--- src/rtl/digest_serializer.sv ---
// Captures a full-width digest from the hash core and streams its first bytes
// out little-endian as BUS_WIDTH words over a valid/ready interface.
module digest_serializer #(
  parameter int BUS_WIDTH    = 32,
  parameter int DIGEST_WIDTH = 512,
  parameter int LEN_WIDTH    = 7
) (
  input  logic                      clk,
  input  logic                      reset,
  input  logic                      digest_valid,
  input  logic [DIGEST_WIDTH-1:0]   digest,
  input  logic [LEN_WIDTH-1:0]      digest_len,
  output logic [BUS_WIDTH-1:0]      dout,
  output logic                      dout_valid,
  input  logic                      dout_ready,
  output logic                      dout_last,
  output logic [BUS_WIDTH/8-1:0]    dout_keep,
  output logic                      busy,
  output logic                      overrun
);

  // state | meaning
  // IDLE  | nothing held, waiting for digest_valid
  // SEND  | shadow register holds a digest, words being offered on dout

  localparam int BPW       = BUS_WIDTH / 8;
  localparam int MAX_BYTES = DIGEST_WIDTH / 8;
  localparam int WORDS     = DIGEST_WIDTH / BUS_WIDTH;
  localparam int IDX_W     = (WORDS > 1) ? $clog2(WORDS) : 1;

  typedef enum logic {IDLE, SEND} state_t;

  state_t                  state, state_next;
  logic [DIGEST_WIDTH-1:0] shadow;
  logic [IDX_W-1:0]        idx, last_idx, cap_last_idx;
  logic [BPW-1:0]          last_keep, cap_last_keep;
  logic [LEN_WIDTH-1:0]    len_eff, len_rem;
  logic                    overrun_q;
  logic                    send, xfer, on_last, final_xfer, capture;

  assign send       = (state == SEND);
  assign xfer       = send && dout_ready;
  assign on_last    = (idx == last_idx);
  assign final_xfer = xfer && on_last;
  assign capture    = digest_valid && (!send || final_xfer);

  // Zero and oversize lengths both mean "the whole digest".
  always_comb begin
    len_eff = digest_len;
    if (digest_len == '0 || digest_len > LEN_WIDTH'(MAX_BYTES))
      len_eff = LEN_WIDTH'(MAX_BYTES);
    len_rem       = len_eff % LEN_WIDTH'(BPW);
    cap_last_idx  = IDX_W'((len_eff - LEN_WIDTH'(1)) / LEN_WIDTH'(BPW));
    cap_last_keep = {BPW{1'b1}};
    if (len_rem != '0)
      cap_last_keep = ~({BPW{1'b1}} << len_rem);
  end

  always_ff @(posedge clk) begin
    if (reset) state <= IDLE;
    else       state <= state_next;
  end

  always_comb begin
    state_next = state;
    case (state)
      IDLE:    if (capture) state_next = SEND;
      SEND:    if (final_xfer && !capture) state_next = IDLE;
      default: state_next = IDLE;
    endcase
  end

  always_ff @(posedge clk) begin
    if (reset) begin
      shadow    <= '0;
      idx       <= '0;
      last_idx  <= '0;
      last_keep <= '0;
      overrun_q <= 1'b0;
    end else begin
      overrun_q <= digest_valid && !capture;
      if (capture) begin
        shadow    <= digest;
        idx       <= '0;
        last_idx  <= cap_last_idx;
        last_keep <= cap_last_keep;
      end else if (xfer) begin
        shadow <= shadow >> BUS_WIDTH;
        idx    <= idx + IDX_W'(1);
      end
    end
  end

  // Outputs are gated by SEND so residual shadow bytes never leak while idle.
  always_comb begin
    dout_keep = '0;
    if (send) dout_keep = on_last ? last_keep : {BPW{1'b1}};
    for (int j = 0; j < BPW; j++)
      dout[8*j +: 8] = dout_keep[j] ? shadow[8*j +: 8] : 8'h00;
  end

  assign dout_valid = send;
  assign busy       = send;
  assign dout_last  = send && on_last;
  assign overrun    = overrun_q;

endmodule

--- config.mk ---
export PLATFORM = sky130hd
export DESIGN_NAME = digest_serializer
export DESIGN_NICKNAME = d
export VERILOG_FILES = /design/src/rtl/digest_serializer.sv
export SDC_FILE = /design/constraint.sdc
export NUM_CORES = 1
export LEC_CHECK = 0
export ABC_AREA = 1
export ABC_CLOCK_PERIOD_IN_PS = 1910
export BUFFER_PORTS_ARGS = -buffer_cell sky130_fd_sc_hd__buf_2
export CAP_MARGIN = 10
export CORE_ASPECT_RATIO = 0.5
export CORE_MARGIN = 5
export CORE_UTILIZATION = 53
export DETAILED_ROUTE_END_ITERATION = 10
export GPL_TIMING_DRIVEN = 0
export PLACE_DENSITY = 0.8
export RECOVER_POWER = 25
export SETUP_SLACK_MARGIN = 0.15
export SYNTH_ARGS = -nofsm -noshare
export SYNTH_HDL_FRONTEND = slang
export SYNTH_SLANG_ARGS = --single-unit
--- constraint.sdc ---
create_clock -name clk -period 1.91 [get_ports clk]
set_input_delay 0.0955 -clock clk [delete_from_list [all_inputs] [get_ports clk]]
set_output_delay 0.0955 -clock clk [all_outputs]
set_load 0.02 [all_outputs]
==> results.toml, run 1 <==
[die]
die_h_um = 154
io_pins = 563
initial_core_util_pct = 54.0
num_rows = 52
die_w_um = 298

[synthesis]
netlist_instances = 3014
syn-cell-area_um2 = 22000
synth-xor-area-share_pct = 0.160
syn_avg_cell_area_um2 = 7.29
syn_nets = 3539
synth_seq_cells = 526
synthAdderAreaFrac_pct = 0.114
synth_seq_area_share_pct = 47.9
synth_compound_gate_area_share_pct = 33.3
yosys_warnings = 0
synth_simple_gate_area_share_pct = 11.8
yosysUniqueCellTypes = 23
synth_top_family_by_area = "compound AO/OA/AOI/OAI gates"
synth_mux_area_share_pct = 0.103

[placement]
place_ws_ns = -0.820
placed_area_um2 = 25500
io_buffers = 560
gp_congestion = 0.936
dp_hpwl_um = 62700

[clock_tree]
htreeDepth = 2
cts_root_buffer = "clkbuf_16"
numCtsBuffers = 46
clk_path_buf_depth = 3
cts.sinks = 526

[global_route]
track_usage_pct = 84.4
grt_max_degree = 17
grt_overflow_total = 374

[timing]
postGrtWorstEndpoint = "dout[14]"
worst_endpoint_kind = "primary output"

[run_status]
haltStage = "global routing"
tool.error = "[ERROR GRT-0232] Routing congestion too high. Check the congestion heatmap in the GUI."
run_status = "did not finish"
cell families after synthesis:
group | count (synthesis)
and+or+nand+nor | 674
AOI/OAI and AO/OA | 1461
DFF | 526
muxes | 1
adders and majority gates | 2
xor gates and xnor gates | 4
buffers and inverters | 346
timing repair:
action	4_1_cts
resized for setup	320
endpoints found under the setup margin	561
hold buffers	520
endpoints found under the hold margin	519
cloned	20
pin swaps	23
buffers inserted	27
per-stage QoR:
step           cells  utilization, %
2_1_floorplan   3014               -
3_3_place_gp    4114            62.6
3_5_place_dp    4115            62.6
4_1_cts         4765            83.8
cell usage after synthesis:
cell type,number,area share [%]
mux2i_4,1,0.10
inv_1,64,1.1
a21oi_2,1,0.040
nand2_4,1,0.051
nand2_1,584,10
buf_4,22,0.75
xor2_1,4,0.16
nand2_2,2,0.057
nand3_1,18,0.41
inv_2,5,0.085
ha_1,2,0.11
clkbuf_1,209,3.6
o21ai_1,35,0.80
or2_2,4,0.11
nand3_2,1,0.046
o211ai_1,1,0.034
nand4_1,2,0.057
dfxtp_1,526,48
nor2_1,57,0.97
nor3_1,5,0.11
a21oi_1,508,12
o21ai_0,916,21
buf_2,46,1.0
metal layers:
layer	overflow	global-route usage (%)
met1	8	80.1
met2	178	97.3
met3	17	77.9
met4	167	87.5
met5	4	47.4
==> run 2, diff against run 1 <==
- CORE_ASPECT_RATIO: 0.5 -> not set
- CORE_UTILIZATION: 53 -> 40
- PLACE_DENSITY: 0.8 -> not set
- PLACE_DENSITY_LB_ADDON: not set -> 0.15
- SETUP_SLACK_MARGIN: 0.15 -> not set
==> run 2 against run 1 <==
  * Synthesized cell count is the same
  * The flow now finishes, with violations (setup timing)
  * Synthesized area is the same
==> results.toml, run 2 <==
[run_status]
run_status = "complete, but fails checks"
violations = "setup timing"

[critical_path]
arrival_ns = 2.05
critPathCaptureType = "output port"
critPathKind = "reg2out"
crit_path_max_incr_delay_ns = 0.34
crit_chain = "inv_1 > nand2_1 > nand2_2 > nor2_4 > buf_12 > nand2_8 > o21ai_4 > nor2_1 > buf_2"
required_ns = 1.81
reg2reg_slack_ns = -0.19
setup.worst_path.start = "last_idx[1]"
path_max_fanout = 7
r2r-start = "last_idx[1]"
worstSetupStartpointType = "flop"
critical-path-slowest-cell = "dfxtp_2"

[layout]
final_nets = 4760
seqCellArea_um2 = 10500
stdcell_count = 4996
multi_input_area_um2 = 11400
layout_common_cells = "o21ai_0 (798), buf_2 (558), dlygate4sd3_1 (526)"
area_growth_pct = 65.3
final_common_cell = "o21ai_0"
drive_gt1_share_pct = 27.2
fin_util_pct = 67.1
regMostFlops = "shadow"
fin_area_um2 = 36300
n_fill_cell = 4289
largest_reg_flops = 512

[placement]
placed_area_um2 = 25600
io_buffers = 560
gp_congestion = 0.889
dp_hpwl_um = 68300
dp.cells = 4270

[hold_path]
hold_class = "in2reg"
min-delay-start = "digest_len[6]"

[synthesis]
synth.largest_area_cell = "dfxtp_1"
synth_seq_cells = 526
ys_top_cells_by_count = "o21ai_0 (916), nand2_1 (584), dfxtp_1 (526)"
syn-cell-area_um2 = 22000
yosysMostFrequentCell = "o21ai_0"
yosysUniqueCellTypes = 23
synth_seq_area_share_pct = 47.9
synth-main-ff-cell = "dfxtp_1"
syn_nets = 3539
synth_area_leaders = "dfxtp_1 (48%), o21ai_0 (21%), a21oi_1 (12%), nand2_1 (10%), clkbuf_1 (3.6%)"
synth_top_area_share_pct = 47.9
synth_edf_count = 0
ys_async_sr_fraction_pct = 0
netlist_instances = 3014
yosys_warnings = 0
syn_avg_cell_area_um2 = 7.29

[global_route]
track_usage_pct = 32.1
grt_pass1_vias = 27429
antenna_found_initial = 15
grt_pass1_wl_um = 153000
grt_overflow_total = 0
grt_max_degree = 15

[drt]
drcViolationCount = 0
vias = 28007
drtAntennaViolNets = 0
first_pass_iters = 6
drt-total-wl_um = 106000
drt_iter0_drc = 2515
wl_per_cell_um = 21.1
viasPerCell = 5.61

[pwr]
swShare_pct = 29.1
power.switching_w = 0.00882
power_frac_comb_pct = 21.7
clockPowerShare_pct = 36.6
p_leak_nw = 15.2
seqPwrFrac_pct = 41.7
p_int_w = 0.0215
power_density_nw_per_um2 = 835
ir_drop_mv = 0.797

[clock_tree]
cts.sinks = 526
cts_root_buffer = "clkbuf_16"
clk_path_buf_depth = 3
htreeDepth = 2
numCtsBuffers = 57
insertion_delay_ns = 0.61
cts_tree = "done"
clk_pin_slew_ns = 0.06

[timing]
rsz0062_at_grt = "yes"
setup-violations-final = 489
fin_ws_ns = -0.231
hold_viol_final = 0
period_share_pct = 112
slew_violations = 0
tns_ns = -40.85
clock_skew_ns = 0.0239
timing.fmax_ghz = 0.467
worst_slew_pin_slew_ns = 0.653
post-route-min-period_ns = 2.14
slew_headroom_pct = 56.5

[die]
die_h_um = 244
die_w_um = 244
num_rows = 85
initial_core_util_pct = 40.6
core_area_um2 = 54100
dieArea_um2 = 59700
io_pins = 563

[flow_run]
max_cap_violations = 0
-- run 2: cell counts after synthesis --
Identical to the previous run, type by type.
-- run 2: logic make-up (layout without fill, tap and decap cells) --
logic type               after synthesis  in the layout  synth area share [%]
flip-flops                           526            526                  47.9
adder cells (fa/ha/maj)                2              2                 0.114
AND/OR/NAND/NOR                      674            675                  11.8
buffers and inverters                346           1611                  6.55
XOR/XNOR                               4              4                 0.160
other                                  0             18                     0
AO/OA/AOI/OAI                       1461           1463                  33.3
multiplexers                           1              1                 0.103
-- run 2: what timing repair did --
action | CTS | global route
pin swaps | 69 | 76
cloned | 16 | 15
endpoints found under the hold margin | 522 | 0
setup buffers | 22 | 28
resized for setup | 295 | 562
endpoints found under the setup margin | 560 | 561
hold buffers | 527 | 0
-- run 2: worst max-delay path, delay by kind of cell (launching register included) --
kind	cells	cell delay (ns)
AND/OR/NAND/NOR	5	0.49
buffers and inverters	3	0.35
AO/OA/AOI/OAI	1	0.25
flip-flops	1	0.34
-- run 2: power groups by stage --
| stage | registers (W) | logic [W] | clock network, W |
|---|---|---|---|
| 2_1_floorplan | 0.0125 | 0.00245 | 0 |
| 3_3_place_gp | 0.0127 | 0.00411 | 0 |
| 3_5_place_dp | 0.0127 | 0.00414 | 0 |
| 4_1_cts | 0.0125 | 0.00564 | 0.0111 |
| 5_1_grt | 0.0127 | 0.00706 | 0.0116 |
| 6_report | 0.0126 | 0.00659 | 0.0111 |
-- run 2: layout make-up --
type / count / share of cell area, %
Timing Repair Buffer: 1162 / 26.1
Inverter: 69 / 0.727
Multi-Input combinational cell: 2145 / 31.3
Clock buffer: 97 / 4.96
Antenna cell: 18 / 0.124
Sequential cell: 526 / 29.1
Clock inverter: 9 / 0.214
Tap cell: 696 / 2.40
Buffer: 274 / 5.11
-- run 2: path summary, 6_finish.rpt --
kind | cells after the start | end
worst min-delay path | 6 | last_idx[0]
worst max register to register | 13 | shadow[78]
worst min register to register | 2 | shadow[487]
worst max-delay path | 9 | dout[29]
-- run 2: stage by stage --
| stage | worst slack [ns] | hold WS, ns | total power [W] |
|---|---|---|---|
| 2_1_floorplan | 0.0461 | 0.239 | 0.0150 |
| 3_3_place_gp | -0.782 | 0.349 | 0.0169 |
| 3_5_place_dp | -0.790 | 0.351 | 0.0169 |
| 4_1_cts | -0.195 | 0.0157 | 0.0293 |
| 5_1_grt | -0.312 | 0.0802 | 0.0314 |
| 6_report | -0.231 | 0.0560 | 0.0303 |
-- run 2: routing by layer --
metal  global-route usage, %  routed length [um]
met1                    40.4               40700
met2                    53.8               50300
met3                    5.16                8810
met4                    15.8                5850
met5                       0                   0
(Power assumes the default switching activity.)
